## src/rtl/fnn_load_ctrl_pkg.sv

```systemverilog
// Shared constants, state encoding and layer geometry for the FNN load controller.
// Pure declarations: no latency, no backpressure.
package fnn_load_ctrl_pkg;

  localparam int WEIGHT_WIDTH  = 16;
  localparam int PART_NO_WIDTH = 7;
  localparam int NO_OF_INPUTS  = 784;
  localparam int NN1           = 40;
  localparam int NN2           = 10;
  localparam int NN3           = 10;
  localparam int NN4           = 10;
  localparam int INDATA_WIDTH  = 16;

  localparam int W_ADDR_W  = 15;
  localparam int PX_ADDR_W = 10;
  localparam int PIX_CNT_W = 10;
  localparam int FAN_W     = 10;
  localparam int LAYER_W   = 2;
  localparam int WBUS_W    = WEIGHT_WIDTH + PART_NO_WIDTH;

  // Flat stream layout: each layer is its weight block followed by its bias block.
  localparam int L1_W_BASE = 0;
  localparam int L1_B_BASE = L1_W_BASE + NO_OF_INPUTS * NN1;
  localparam int L2_W_BASE = L1_B_BASE + NN1;
  localparam int L2_B_BASE = L2_W_BASE + NN1 * NN2;
  localparam int L3_W_BASE = L2_B_BASE + NN2;
  localparam int L3_B_BASE = L3_W_BASE + NN2 * NN3;
  localparam int L4_W_BASE = L3_B_BASE + NN3;
  localparam int L4_B_BASE = L4_W_BASE + NN3 * NN4;
  localparam int DEPTH     = L4_B_BASE + NN4;

  typedef enum logic [2:0] {
    ST_IDLE,
    ST_LOAD_W,
    ST_READY,
    ST_IMG,
    ST_WAIT
  } state_t;

  typedef struct packed {
    logic [LAYER_W-1:0]      layer;
    logic                    bias;
    logic [W_ADDR_W-1:0]     addr;
    logic [WEIGHT_WIDTH-1:0] data;
  } w_wr_t;

  typedef struct packed {
    logic [PX_ADDR_W-1:0]    addr;
    logic [INDATA_WIDTH-1:0] data;
  } px_wr_t;

  function automatic logic [FAN_W-1:0] fan_in_of(input logic [LAYER_W-1:0] layer);
    case (layer)
      2'd0:    return FAN_W'(NO_OF_INPUTS);
      2'd1:    return FAN_W'(NN1);
      2'd2:    return FAN_W'(NN2);
      default: return FAN_W'(NN3);
    endcase
  endfunction

  function automatic logic [PART_NO_WIDTH-1:0] nn_of(input logic [LAYER_W-1:0] layer);
    case (layer)
      2'd0:    return PART_NO_WIDTH'(NN1);
      2'd1:    return PART_NO_WIDTH'(NN2);
      2'd2:    return PART_NO_WIDTH'(NN3);
      default: return PART_NO_WIDTH'(NN4);
    endcase
  endfunction

endpackage

```

## src/rtl/fnn_load_ctrl_if.sv

```systemverilog
// Load/stream bundle between control_FNN (master) and the load controller (slave).
// Wiring only: no latency; flow control is the weight_valid and ready_in/FNN_ready_to_accept pairs.
interface fnn_load_ctrl_if;
  import fnn_load_ctrl_pkg::*;

  logic                      load_weights;
  logic                      weight_valid;
  logic [WBUS_W-1:0]         weight_bus;
  logic                      start_FNN;
  logic                      ready_in;
  logic [INDATA_WIDTH-1:0]   input_image;
  logic                      compute_done;

  logic                      FNN_ready;
  logic                      FNN_ready_to_accept;
  logic                      w_wr_en;
  logic [LAYER_W-1:0]        w_wr_layer;
  logic                      w_wr_bias;
  logic [W_ADDR_W-1:0]       w_wr_addr;
  logic [WEIGHT_WIDTH-1:0]   w_wr_data;
  logic                      px_wr_en;
  logic [PX_ADDR_W-1:0]      px_wr_addr;
  logic [INDATA_WIDTH-1:0]   px_wr_data;
  logic                      compute_start;
  logic                      err_part;

  modport master (
    output load_weights, weight_valid, weight_bus, start_FNN, ready_in, input_image, compute_done,
    input  FNN_ready, FNN_ready_to_accept, w_wr_en, w_wr_layer, w_wr_bias, w_wr_addr, w_wr_data,
           px_wr_en, px_wr_addr, px_wr_data, compute_start, err_part
  );

  modport slave (
    input  load_weights, weight_valid, weight_bus, start_FNN, ready_in, input_image, compute_done,
    output FNN_ready, FNN_ready_to_accept, w_wr_en, w_wr_layer, w_wr_bias, w_wr_addr, w_wr_data,
           px_wr_en, px_wr_addr, px_wr_data, compute_start, err_part
  );

endinterface

```

## src/rtl/fnn_load_ctrl_seg_tracker.sv

```systemverilog
// Tracks layer/bias/offset of the next stream word plus its expected neuron index; state advances one edge after step.
// No backpressure: advances only on step, holds otherwise.
module fnn_load_ctrl_seg_tracker
  import fnn_load_ctrl_pkg::*;
(
  input  logic                     clk,
  input  logic                     restart,
  input  logic                     step,
  output logic [LAYER_W-1:0]       layer,
  output logic                     bias,
  output logic [W_ADDR_W-1:0]      offset,
  output logic [PART_NO_WIDTH-1:0] exp_part,
  output logic                     last
);

  logic [FAN_W-1:0]         in_idx;
  logic [PART_NO_WIDTH-1:0] neuron;
  logic [FAN_W-1:0]         fan;
  logic [PART_NO_WIDTH-1:0] nn;

  assign fan      = fan_in_of(layer);
  assign nn       = nn_of(layer);
  assign exp_part = bias ? offset[PART_NO_WIDTH-1:0] : neuron;
  assign last     = (layer == LAYER_W'(3)) && bias && (offset == W_ADDR_W'(NN4 - 1));

  // Nested input/neuron counters replace addr/fan_in division for the expected tag.
  always_ff @(posedge clk) begin
    if (!restart) begin
      layer  <= '0;
      bias   <= 1'b0;
      offset <= '0;
      in_idx <= '0;
      neuron <= '0;
    end else if (step) begin
      if (!bias) begin
        if (in_idx == fan - FAN_W'(1)) begin
          in_idx <= '0;
          if (neuron == nn - PART_NO_WIDTH'(1)) begin
            neuron <= '0;
            bias   <= 1'b1;
            offset <= '0;
          end else begin
            neuron <= neuron + PART_NO_WIDTH'(1);
            offset <= offset + W_ADDR_W'(1);
          end
        end else begin
          in_idx <= in_idx + FAN_W'(1);
          offset <= offset + W_ADDR_W'(1);
        end
      end else begin
        if (offset == W_ADDR_W'(nn) - W_ADDR_W'(1)) begin
          bias   <= 1'b0;
          offset <= '0;
          layer  <= layer + LAYER_W'(1);
        end else begin
          offset <= offset + W_ADDR_W'(1);
        end
      end
    end
  end

endmodule

```

## src/rtl/fnn_load_ctrl.sv

```systemverilog
// Decodes the weight stream into memory writes, then takes one image per inference; writes appear one cycle after accept.
// Backpressure: FNN_ready_to_accept gates pixels; weights are taken whenever load_weights & weight_valid in LOAD_W.
module fnn_load_ctrl
  import fnn_load_ctrl_pkg::*;
(
  input  logic           clk,
  input  logic           restart,
  fnn_load_ctrl_if.slave bus
);

  state_t                   state, state_nxt;
  logic                     w_acc, px_acc, rta, last_px;
  logic [LAYER_W-1:0]       seg_layer;
  logic                     seg_bias, seg_last;
  logic [W_ADDR_W-1:0]      seg_offset;
  logic [PART_NO_WIDTH-1:0] exp_part;
  logic [PIX_CNT_W-1:0]     pix_cnt;

  w_wr_t  w_wr_q;
  px_wr_t px_wr_q;
  logic   w_wr_en_q, px_wr_en_q, compute_start_q, fnn_ready_q, err_part_q;

  assign w_acc   = (state == ST_LOAD_W) && bus.load_weights && bus.weight_valid;
  assign rta     = (state == ST_IMG) && (pix_cnt < PIX_CNT_W'(NO_OF_INPUTS));
  assign px_acc  = bus.ready_in && rta;
  assign last_px = px_acc && (pix_cnt == PIX_CNT_W'(NO_OF_INPUTS - 1));

  fnn_load_ctrl_seg_tracker u_seg (
    .clk      (clk),
    .restart  (restart),
    .step     (w_acc),
    .layer    (seg_layer),
    .bias     (seg_bias),
    .offset   (seg_offset),
    .exp_part (exp_part),
    .last     (seg_last)
  );

  always_comb begin
    state_nxt = state;
    case (state)
      ST_IDLE:   if (bus.load_weights)    state_nxt = ST_LOAD_W;
      ST_LOAD_W: if (w_acc && seg_last)   state_nxt = ST_READY;
      ST_READY:  if (bus.start_FNN)       state_nxt = ST_IMG;
      ST_IMG:    if (last_px)             state_nxt = ST_WAIT;
      ST_WAIT:   if (bus.compute_done)    state_nxt = ST_READY;
      default:                            state_nxt = ST_IDLE;
    endcase
  end

  always_ff @(posedge clk) begin
    if (!restart) begin
      state           <= ST_IDLE;
      pix_cnt         <= '0;
      w_wr_q          <= '0;
      px_wr_q         <= '0;
      w_wr_en_q       <= 1'b0;
      px_wr_en_q      <= 1'b0;
      compute_start_q <= 1'b0;
      fnn_ready_q     <= 1'b0;
      err_part_q      <= 1'b0;
    end else begin
      state           <= state_nxt;
      w_wr_en_q       <= w_acc;
      px_wr_en_q      <= px_acc;
      compute_start_q <= last_px;
      if (w_acc) begin
        w_wr_q <= '{layer: seg_layer, bias: seg_bias, addr: seg_offset,
                    data: bus.weight_bus[WEIGHT_WIDTH-1:0]};
        // A mistagged word is still written; the flag only reports it.
        if (bus.weight_bus[WEIGHT_WIDTH +: PART_NO_WIDTH] != exp_part) err_part_q <= 1'b1;
        if (seg_last) fnn_ready_q <= 1'b1;
      end
      if (state == ST_READY && bus.start_FNN) begin
        pix_cnt <= '0;
      end else if (px_acc) begin
        pix_cnt <= pix_cnt + PIX_CNT_W'(1);
      end
      if (px_acc) px_wr_q <= '{addr: pix_cnt, data: bus.input_image};
    end
  end

  assign bus.FNN_ready           = fnn_ready_q;
  assign bus.FNN_ready_to_accept = rta;
  assign bus.w_wr_en             = w_wr_en_q;
  assign bus.w_wr_layer          = w_wr_q.layer;
  assign bus.w_wr_bias           = w_wr_q.bias;
  assign bus.w_wr_addr           = w_wr_q.addr;
  assign bus.w_wr_data           = w_wr_q.data;
  assign bus.px_wr_en            = px_wr_en_q;
  assign bus.px_wr_addr          = px_wr_q.addr;
  assign bus.px_wr_data          = px_wr_q.data;
  assign bus.compute_start       = compute_start_q;
  assign bus.err_part            = err_part_q;

endmodule

```

## src/flat_wrapper.sv

```systemverilog
// flat-port wrapper written by rule: the top's interface ports become plain ports
module fnn_load_ctrl_flat import fnn_load_ctrl_pkg::*;
  (clk, restart, bus_load_weights, bus_weight_valid, bus_weight_bus, bus_start_FNN, bus_ready_in, bus_input_image, bus_compute_done, bus_FNN_ready, bus_FNN_ready_to_accept, bus_w_wr_en, bus_w_wr_layer, bus_w_wr_bias, bus_w_wr_addr, bus_w_wr_data, bus_px_wr_en, bus_px_wr_addr, bus_px_wr_data, bus_compute_start, bus_err_part);
  fnn_load_ctrl_if bus_i ();
  input  logic clk;
  input  logic restart;
  input wire logic [$bits(bus_i.load_weights)-1:0] bus_load_weights;
  input wire logic [$bits(bus_i.weight_valid)-1:0] bus_weight_valid;
  input wire logic [$bits(bus_i.weight_bus)-1:0] bus_weight_bus;
  input wire logic [$bits(bus_i.start_FNN)-1:0] bus_start_FNN;
  input wire logic [$bits(bus_i.ready_in)-1:0] bus_ready_in;
  input wire logic [$bits(bus_i.input_image)-1:0] bus_input_image;
  input wire logic [$bits(bus_i.compute_done)-1:0] bus_compute_done;
  output wire logic [$bits(bus_i.FNN_ready)-1:0] bus_FNN_ready;
  output wire logic [$bits(bus_i.FNN_ready_to_accept)-1:0] bus_FNN_ready_to_accept;
  output wire logic [$bits(bus_i.w_wr_en)-1:0] bus_w_wr_en;
  output wire logic [$bits(bus_i.w_wr_layer)-1:0] bus_w_wr_layer;
  output wire logic [$bits(bus_i.w_wr_bias)-1:0] bus_w_wr_bias;
  output wire logic [$bits(bus_i.w_wr_addr)-1:0] bus_w_wr_addr;
  output wire logic [$bits(bus_i.w_wr_data)-1:0] bus_w_wr_data;
  output wire logic [$bits(bus_i.px_wr_en)-1:0] bus_px_wr_en;
  output wire logic [$bits(bus_i.px_wr_addr)-1:0] bus_px_wr_addr;
  output wire logic [$bits(bus_i.px_wr_data)-1:0] bus_px_wr_data;
  output wire logic [$bits(bus_i.compute_start)-1:0] bus_compute_start;
  output wire logic [$bits(bus_i.err_part)-1:0] bus_err_part;
  assign bus_i.load_weights = bus_load_weights;
  assign bus_i.weight_valid = bus_weight_valid;
  assign bus_i.weight_bus = bus_weight_bus;
  assign bus_i.start_FNN = bus_start_FNN;
  assign bus_i.ready_in = bus_ready_in;
  assign bus_i.input_image = bus_input_image;
  assign bus_i.compute_done = bus_compute_done;
  assign bus_FNN_ready = bus_i.FNN_ready;
  assign bus_FNN_ready_to_accept = bus_i.FNN_ready_to_accept;
  assign bus_w_wr_en = bus_i.w_wr_en;
  assign bus_w_wr_layer = bus_i.w_wr_layer;
  assign bus_w_wr_bias = bus_i.w_wr_bias;
  assign bus_w_wr_addr = bus_i.w_wr_addr;
  assign bus_w_wr_data = bus_i.w_wr_data;
  assign bus_px_wr_en = bus_i.px_wr_en;
  assign bus_px_wr_addr = bus_i.px_wr_addr;
  assign bus_px_wr_data = bus_i.px_wr_data;
  assign bus_compute_start = bus_i.compute_start;
  assign bus_err_part = bus_i.err_part;
  fnn_load_ctrl u_core (.clk(clk), .restart(restart), .bus(bus_i));
endmodule
```

## config.mk

```make
export PLATFORM = sky130hd
export DESIGN_NAME = fnn_load_ctrl_flat
export DESIGN_NICKNAME = d
export VERILOG_FILES = /design/src/rtl/fnn_load_ctrl_pkg.sv /design/src/rtl/fnn_load_ctrl_if.sv /design/src/rtl/fnn_load_ctrl_seg_tracker.sv /design/src/rtl/fnn_load_ctrl.sv /design/src/flat_wrapper.sv
export SDC_FILE = /design/constraint.sdc
export NUM_CORES = 1
export LEC_CHECK = 0
export ABC_AREA = 0
export BUFFER_PORTS_ARGS = -buffer_cell sky130_fd_sc_hd__buf_2
export CORE_AREA = 10 10 144 107
export CTS_BUF_LIST = sky130_fd_sc_hd__clkbuf_16
export CTS_CLUSTER_SIZE = 14
export DETAILED_ROUTE_END_ITERATION = 16
export DIE_AREA = 0 0 154 117
export PLACE_DENSITY = 0.64
export SLEW_MARGIN = 10
export SYNTH_ARGS = -nofsm -noshare
export SYNTH_HDL_FRONTEND = slang
export SYNTH_SLANG_ARGS = --single-unit
export TNS_END_PERCENT = 20
```

## constraint.sdc

```tcl
create_clock -name clk -period 2.58 [get_ports clk]
set_input_delay 0.258 -clock clk [delete_from_list [all_inputs] [get_ports clk]]
set_output_delay 0.258 -clock clk [all_outputs]
set_load 0.01 [all_outputs]
```

==> results of run 1 <==
## synthesized netlist by cell type, types with 3 or more instances
master                        n  share of area [%]
sky130_fd_sc_hd__o2111ai_1    5               0.88
sky130_fd_sc_hd__nor2_1      36                2.7
sky130_fd_sc_hd__ha_1         9                2.3
sky130_fd_sc_hd__inv_1        7               0.53
sky130_fd_sc_hd__nor4_1       6               0.76
sky130_fd_sc_hd__o21ai_0     12                1.2
sky130_fd_sc_hd__mux2i_1      8                1.6
sky130_fd_sc_hd__o21a_1       3               0.45
sky130_fd_sc_hd__clkbuf_1    31                2.4
sky130_fd_sc_hd__o22ai_1      6               0.76
sky130_fd_sc_hd__nor3b_1      3               0.45
sky130_fd_sc_hd__dfxtp_1    113                 46
sky130_fd_sc_hd__a21boi_0    22                3.3
sky130_fd_sc_hd__nand4_1      9                1.1
sky130_fd_sc_hd__or3_1        3               0.38
sky130_fd_sc_hd__nand3_1     19                1.9
sky130_fd_sc_hd__nand2_1    158                 12
sky130_fd_sc_hd__xnor2_1     16                2.8
sky130_fd_sc_hd__o31ai_1      6               0.91
sky130_fd_sc_hd__or3b_2       3               0.53
sky130_fd_sc_hd__nand3b_1     4               0.61
sky130_fd_sc_hd__nand2b_1     3               0.38
sky130_fd_sc_hd__and4_1       4               0.71
sky130_fd_sc_hd__a31oi_1      8                1.0
sky130_fd_sc_hd__and3_1       8                1.0
sky130_fd_sc_hd__and2_1       7               0.88
sky130_fd_sc_hd__a21oi_1     49                5.0
sky130_fd_sc_hd__xor2_1      12                2.1
sky130_fd_sc_hd__nor3_1       9               0.91
## power by group through the flow
stage | logic, mW | registers (mW) | clock network (mW)
finish | 0.153 | 1.77 | 2.43
global route | 0.170 | 1.77 | 2.57
global placement | 0.150 | 1.81 | 0
CTS | 0.153 | 1.77 | 2.47
detailed placement | 0.153 | 1.81 | 0
floorplan | 0.0761 | 1.81 | 0
## worst paths after layout
| path | slack [ns] | start | end |
|---|---|---|---|
| worst min register to register | 0.45 | u_core.bus.w_wr_data[8]$_SDFFE_PN0P_ | u_core.bus.w_wr_data[8]$_SDFFE_PN0P_ |
| worst min-delay path | 0.09 | bus_weight_bus[8] | u_core.bus.w_wr_data[8]$_SDFFE_PN0P_ |
| worst max register to register | 0.23 | u_core.u_seg.layer[1]$_SDFFE_PN0P_ | u_core.u_seg.offset[2]$_SDFFE_PN0P_ |
| worst max-delay path | 0.23 | u_core.u_seg.layer[1]$_SDFFE_PN0P_ | u_core.u_seg.offset[2]$_SDFFE_PN0P_ |
## logic make-up after synthesis
group | after synthesis | share of synthesized area [%]
compound gates | 121 | 15.8
fa+ha+maj | 9 | 2.27
xor+xnor | 28 | 4.95
mux | 9 | 1.84
buf+inv | 41 | 3.13
simple gates | 281 | 26.3
flops | 113 | 45.7
## layout make-up
cell class | count | share of cell area, %
Timing Repair Buffer | 124 | 10.5
Clock inverter | 15 | 3.01
Multi-Input combinational cell | 448 | 40.4
Inverter | 8 | 0.473
Tap cell | 166 | 3.27
Clock buffer | 17 | 6.70
Sequential cell | 113 | 35.6
## registers in the layout, summed over array words and instances, names as in the netlist, 2 cells and up
| name | flops |
|---|---|
| u_core.bus.w_wr_data | 16 |
| u_core.bus.w_wr_layer | 2 |
| u_core.u_seg.offset | 15 |
| u_core.u_seg.in_idx | 10 |
| u_core.u_seg.neuron | 7 |
| u_core.bus.w_wr_addr | 15 |
| u_core.pix_cnt | 10 |
| u_core.u_seg.layer | 2 |
| u_core.bus.px_wr_addr | 10 |
| u_core.state | 3 |
| u_core.bus.px_wr_data | 16 |
## critical path: cells and delay by family (launching register included)
kind | cells | cell delay, ns
buffers and inverters | 2 | 0.30
adder cells (fa/ha/maj) | 1 | 0.23
AO/OA/AOI/OAI | 4 | 0.91
flip-flops | 1 | 0.42
AND/OR/NAND/NOR | 2 | 0.38
## routing by layer
layer	global-route usage (%)	wire length [µm]
met5	0	0
met4	4.96	108
met3	4.67	867
met2	22.6	6080
met1	18.9	6320
## metrics by stage
step	util, %	power (mW)	TNS [ns]	instance area, µm²
final	49.8	4.35	0	6350
after CTS	49.7	4.40	0	6330
after global routing	49.8	4.51	-0.0183	6350
after global placement	44.8	1.96	0	5710
after floorplan	-	1.89	0	4950
after detailed placement	44.8	1.96	0	5710
==> flow_metrics.tcl, run 1 <==
set metrics [dict create \
    worst_hold_path_type "in2reg" \
    port_buffers 111 \
    critical_path_class "reg2reg" \
    drt_pass1_iterations 5 \
    grt-ovfl-total 0 \
    row_count 35 \
    post_synth_num_cell_types 52 \
    synth.ff_latch_count 113 \
    clock_power_share_pct 55.8 \
    syn_area_per_cell_um2 8.22 \
    worst_clock_skew_ns 0.0115 \
    p_seq_share_pct 40.7 \
    finish.cell_count_without_fillers 891 \
    place.detailed.instances 859 \
    cts.sinks 113 \
    worst_path_max_delay_cell "sky130_fd_sc_hd__dfxtp_1" \
    timing_worst_slew_pin_value_ns 0.716 \
    cts.hold.buffers_added 0 \
    cts_tree "done" \
    fin_crit_ns 2.35 \
    max_cap_violations 0 \
    synth.net_count 657 \
    num-nets-final 767 \
    final_layout_size_suffix_gt1_share_pct 23.9 \
    postCtsSetupBuffers 0 \
    antenna_cells_inserted 0 \
    layout.cells.most_common "sky130_fd_sc_hd__nand2_1" \
    number_of_clock_buffers_inserted_by_tritoncts 17 \
    worstPathMaxFanout 9 \
    report.final.slew_viol_count 0 \
    global_route.usage.total_pct 14.6 \
    worst_setup_path_end_kind "flop" \
    final_critical_path_setup_slack_ns 0.234 \
    cts.root.buffer_cell "sky130_fd_sc_hd__clkbuf_16" \
    leakagePower_nw 2.42 \
    maxClockFrequency_mhz 426 \
    critical_path.cell_chain "inv_1, ha_1, and2_1, o2111ai_2, a211oi_4, buf_4, a31oi_4, nand2_2, o311ai_0" \
    pin_count_of_the_biggest_net_entering_global_routing 54 \
    seqCellArea_um2 2260 \
    htree_levels 4 \
    vias_per_cell 5.16 \
    wl_per_cell_um 15.0 \
    yosysWarnings 0 \
    fillers 1173 \
    clock_latency_ns 0.40 \
    arrival_ns 2.64 \
    grt_pass1_wl_um 22000 \
    quantity_of_gates_resized_following_cts 0 \
    areaGrowthSynthToFinish_pct 28.3 \
    die_area_um2 18000 \
    setup_viol 0 \
    hold_ws_ns 0.0891 \
    dieHeight_um 117 \
    setup.worst_path.start_class "flop" \
    gp_routability_congestion 0.814 \
    async_flop_share_pct 0 \
    floorplan.initialDensity_pct 38.9 \
    drc 0 \
    ctsLongestPathBuffers 2 \
    report.final.hold_viol_count 0 \
    rr_worst_depth 9 \
    synth-seq-area-share_pct 45.7 \
    placement.setup.worst_slack_ns 0.0746 \
    synth-edff-count 0 \
    switching_share_pct 21.2 \
    floorplan_core_area_um2 12700 \
    detail_route_antenna_nets 0 \
    chipWidth_um 154 \
    grt_pass1_vias 4499 \
    clk_pin_slew_worst_paths_ns 0.05 \
    multiInputGateArea_um2 2570 \
    detailroute.via_count 4601 \
    power.density_cell_area_nw_per_um2 686 \
    ioPinCount 112 \
    net_switching_power_mw 0.923 \
    max-vdd-ir-drop_mv 0.496 \
    drt_wl_total_um 13400 \
    required_time_reported_for_the_critical_path_endpoint_ns 2.87 \
    comb_power_share_pct 3.5 \
    min_delay_path_depth 3 \
    synthesis.area_um2 4950 \
    slew-limit-headroom_pct 52.0 \
    outcome "finished, final reports clean" \
    dpl.hpwl_um 9760 \
    timing.critical_path.slowest_cell_delay_ns 0.42 \
    grt_antenna_before_repair 0 \
    final_cell_mix "158 x sky130_fd_sc_hd__nand2_1, 112 x sky130_fd_sc_hd__dfxtp_1, 111 x sky130_fd_sc_hd__buf_2" \
    number_of_violations_reported_at_the_end_of_detailed_routing_iteration_0 331 \
    synth_top_flop_cell "sky130_fd_sc_hd__dfxtp_1" \
    finalCritPeriodShare_pct 90.9 \
    synthesis.instances 602 \
    power.internal_mw 3.43 \
]
(Power assumes the default switching activity.)
==> inputs of run 2 (changes only) <==
Settings changed: ABC_AREA 0 to unset, REMOVE_ABC_BUFFERS set to 1, SETUP_SLACK_MARGIN set to 0.3.
==> run 2 against run 1 <==
Clock power fell by 14%; maximum frequency rose by 5.5%; wire length rose by 1.7%; non-clock buffer count rose by 6; hold slack improved by 0.0021 ns; first-iteration DRC count fell by 3.6%; power fell by 7.9%; final cell count rose by 0.67%; utilization barely moved; register-to-register slack improved by 0.12 ns; critical endpoint unchanged; largest cell class unchanged; highest routed layer unchanged.
==> flow_metrics.tcl, run 2 (same netlist as run 1, synthesis figures left out) <==
set metrics [dict create \
    cts.root.buffer_cell "sky130_fd_sc_hd__clkbuf_16" \
    outcome "finished, final reports clean" \
    max_cap_violations 0 \
    worstPathMaxFanout 9 \
    number_of_clock_buffers_inserted_by_tritoncts 17 \
    floorplan.initialDensity_pct 38.9 \
    antenna_cells_inserted 0 \
    setup_viol 0 \
    ioPinCount 112 \
    chipWidth_um 154 \
    grt_antenna_before_repair 0 \
    grt_pass1_wl_um 22000 \
    worst_path_max_delay_cell "sky130_fd_sc_hd__dfxtp_2" \
    leakagePower_nw 2.43 \
    cts_tree "done" \
    die_area_um2 18000 \
    wl_per_cell_um 15.2 \
    gp_routability_congestion 0.842 \
    drc 0 \
    cp_num_buf_inv 2 \
    areaGrowthSynthToFinish_pct 28.1 \
    port_buffers 111 \
    floorplan_core_area_um2 12700 \
    clock_latency_ns 0.41 \
    worst_clock_skew_ns 0.00769 \
    critical_path_class "reg2reg" \
    r2r_slack_ns 0.36 \
    max-vdd-ir-drop_mv 0.540 \
    ctsLongestPathBuffers 2 \
    worstSetupPathDepth 9 \
    maxClockFrequency_mhz 450 \
    timing.critical_path.slowest_cell_delay_ns 0.37 \
    dieHeight_um 117 \
    drt_pass1_iterations 5 \
    slew-limit-headroom_pct 52.4 \
    layout.cells.most_common "sky130_fd_sc_hd__nand2_1" \
    htree_levels 4 \
    num-nets-final 773 \
    required_time_reported_for_the_critical_path_endpoint_ns 2.88 \
    grt-ovfl-total 0 \
    finalCritPeriodShare_pct 86.2 \
    grt_setup_unrepaired "yes" \
    cts.sinks 113 \
    report.final.hold_viol_count 0 \
    grt_pass1_vias 4537 \
    drt_wl_total_um 13600 \
    cpLargestDelayFamily "compound AO/OA/AOI/OAI gates" \
    global_route.usage.total_pct 14.7 \
    report.final.slew_viol_count 0 \
    rr_worst_depth 9 \
    dpl.hpwl_um 9830 \
    arrival_ns 2.52 \
    worst_hold_path_type "in2reg" \
    clk_pin_slew_worst_paths_ns 0.05 \
    critical_path.cell_chain "inv_1, ha_1, buf_4, and4_1, a32oi_2, nor2_2, a31oi_4, nand2_4, o311ai_0" \
    timing_worst_slew_pin_value_ns 0.709 \
    detail_route_antenna_nets 0 \
    setup.worst_path.start_class "flop" \
    hold_ws_ns 0.0911 \
    final_cell_mix "157 x sky130_fd_sc_hd__nand2_1, 111 x sky130_fd_sc_hd__buf_2, 111 x sky130_fd_sc_hd__dfxtp_1" \
    detailroute.via_count 4637 \
    power_after_layout_mw 4.01 \
    row_count 35 \
    worst_setup_path_end_kind "flop" \
    number_of_violations_reported_at_the_end_of_detailed_routing_iteration_0 319 \
    fin_crit_ns 2.22 \
    pin_count_of_the_biggest_net_entering_global_routing 37 \
    min_delay_path_depth 3 \
    final_layout_size_suffix_gt1_share_pct 25.0 \
    vias_per_cell 5.17 \
    power.density_cell_area_nw_per_um2 632 \
]
[run 2: changes by cell type in the layout (fill, tap and decap cells not counted), moves of 2 or more]
cell,delta
sky130_fd_sc_hd__buf_4,+6
sky130_fd_sc_hd__inv_1,+2
sky130_fd_sc_hd__bufinv_16,-3
sky130_fd_sc_hd__clkinv_1,+2
sky130_fd_sc_hd__a31oi_1,-2
sky130_fd_sc_hd__a31oi_2,+2
[run 2: path summary, 6_finish.rpt]
kind	to	startpoint
setup reg to reg	u_core.u_seg.offset[2]$_SDFFE_PN0P_	u_core.u_seg.layer[0]$_SDFFE_PN0P_
hold / removal	u_core.bus.w_wr_data[11]$_SDFFE_PN0P_	bus_weight_bus[11]
setup / recovery	u_core.u_seg.offset[2]$_SDFFE_PN0P_	u_core.u_seg.layer[0]$_SDFFE_PN0P_
hold reg to reg	u_core.bus.px_wr_addr[5]$_SDFFE_PN0P_	u_core.bus.px_wr_addr[5]$_SDFFE_PN0P_
[run 2: stage by stage]
stage | TNS [ns] | instances | worst slack [ns] | area (µm²) | utilization (%)
after floorplan | -0.541 | 569 | -0.146 | 4830 | -
after global placement | 0 | 862 | 0.185 | 5720 | 44.9
after detailed placement | 0 | 862 | 0.0854 | 5720 | 44.9
after CTS | 0 | 897 | 0.315 | 6290 | 49.4
after global routing | 0 | 897 | 0.251 | 6340 | 49.8
final | 0 | 897 | 0.356 | 6340 | 49.8
[run 2: routing by layer]
layer	wire length [µm]	GRT usage [%]
met5	0	0
met4	164	5.34
met3	943	4.78
met2	6310	23.5
met1	6190	18.4
[run 2: final cells by class]
class                   count  area (µm²)
clock buffers              17         425
clock inverters            15         104
fillers                  1192        6400
inverters                   8        30.0
multi-input cells         448        2610
flip-flops and latches    113        2270
well taps                 166         208
repair buffers            130         702
[run 2: worst reg2reg max path, stage by stage, from the launching register on]
cell,delay [ns]
sky130_fd_sc_hd__dfxtp_2,0.37
sky130_fd_sc_hd__inv_1,0.08
sky130_fd_sc_hd__ha_1,0.22
sky130_fd_sc_hd__buf_4,0.16
sky130_fd_sc_hd__and4_1,0.20
sky130_fd_sc_hd__a32oi_2,0.25
sky130_fd_sc_hd__nor2_2,0.11
sky130_fd_sc_hd__a31oi_4,0.30
sky130_fd_sc_hd__nand2_4,0.15
sky130_fd_sc_hd__o311ai_0,0.28
[run 2: report_power, final]
part	internal, mW	switching [mW]	total, mW
clock network	1.29	0.795	2.09
logic	0.0649	0.0879	0.153
registers	1.76	0.0114	1.77
[run 2: what timing repair did]
item | CTS | global route
setup endpoints to repair | 21 | 22
pin swaps | 2 | 2
hold buffers | 0 | 0
gates cloned | 0 | 0
setup buffers | 3 | 0
resized for setup | 4 | 12
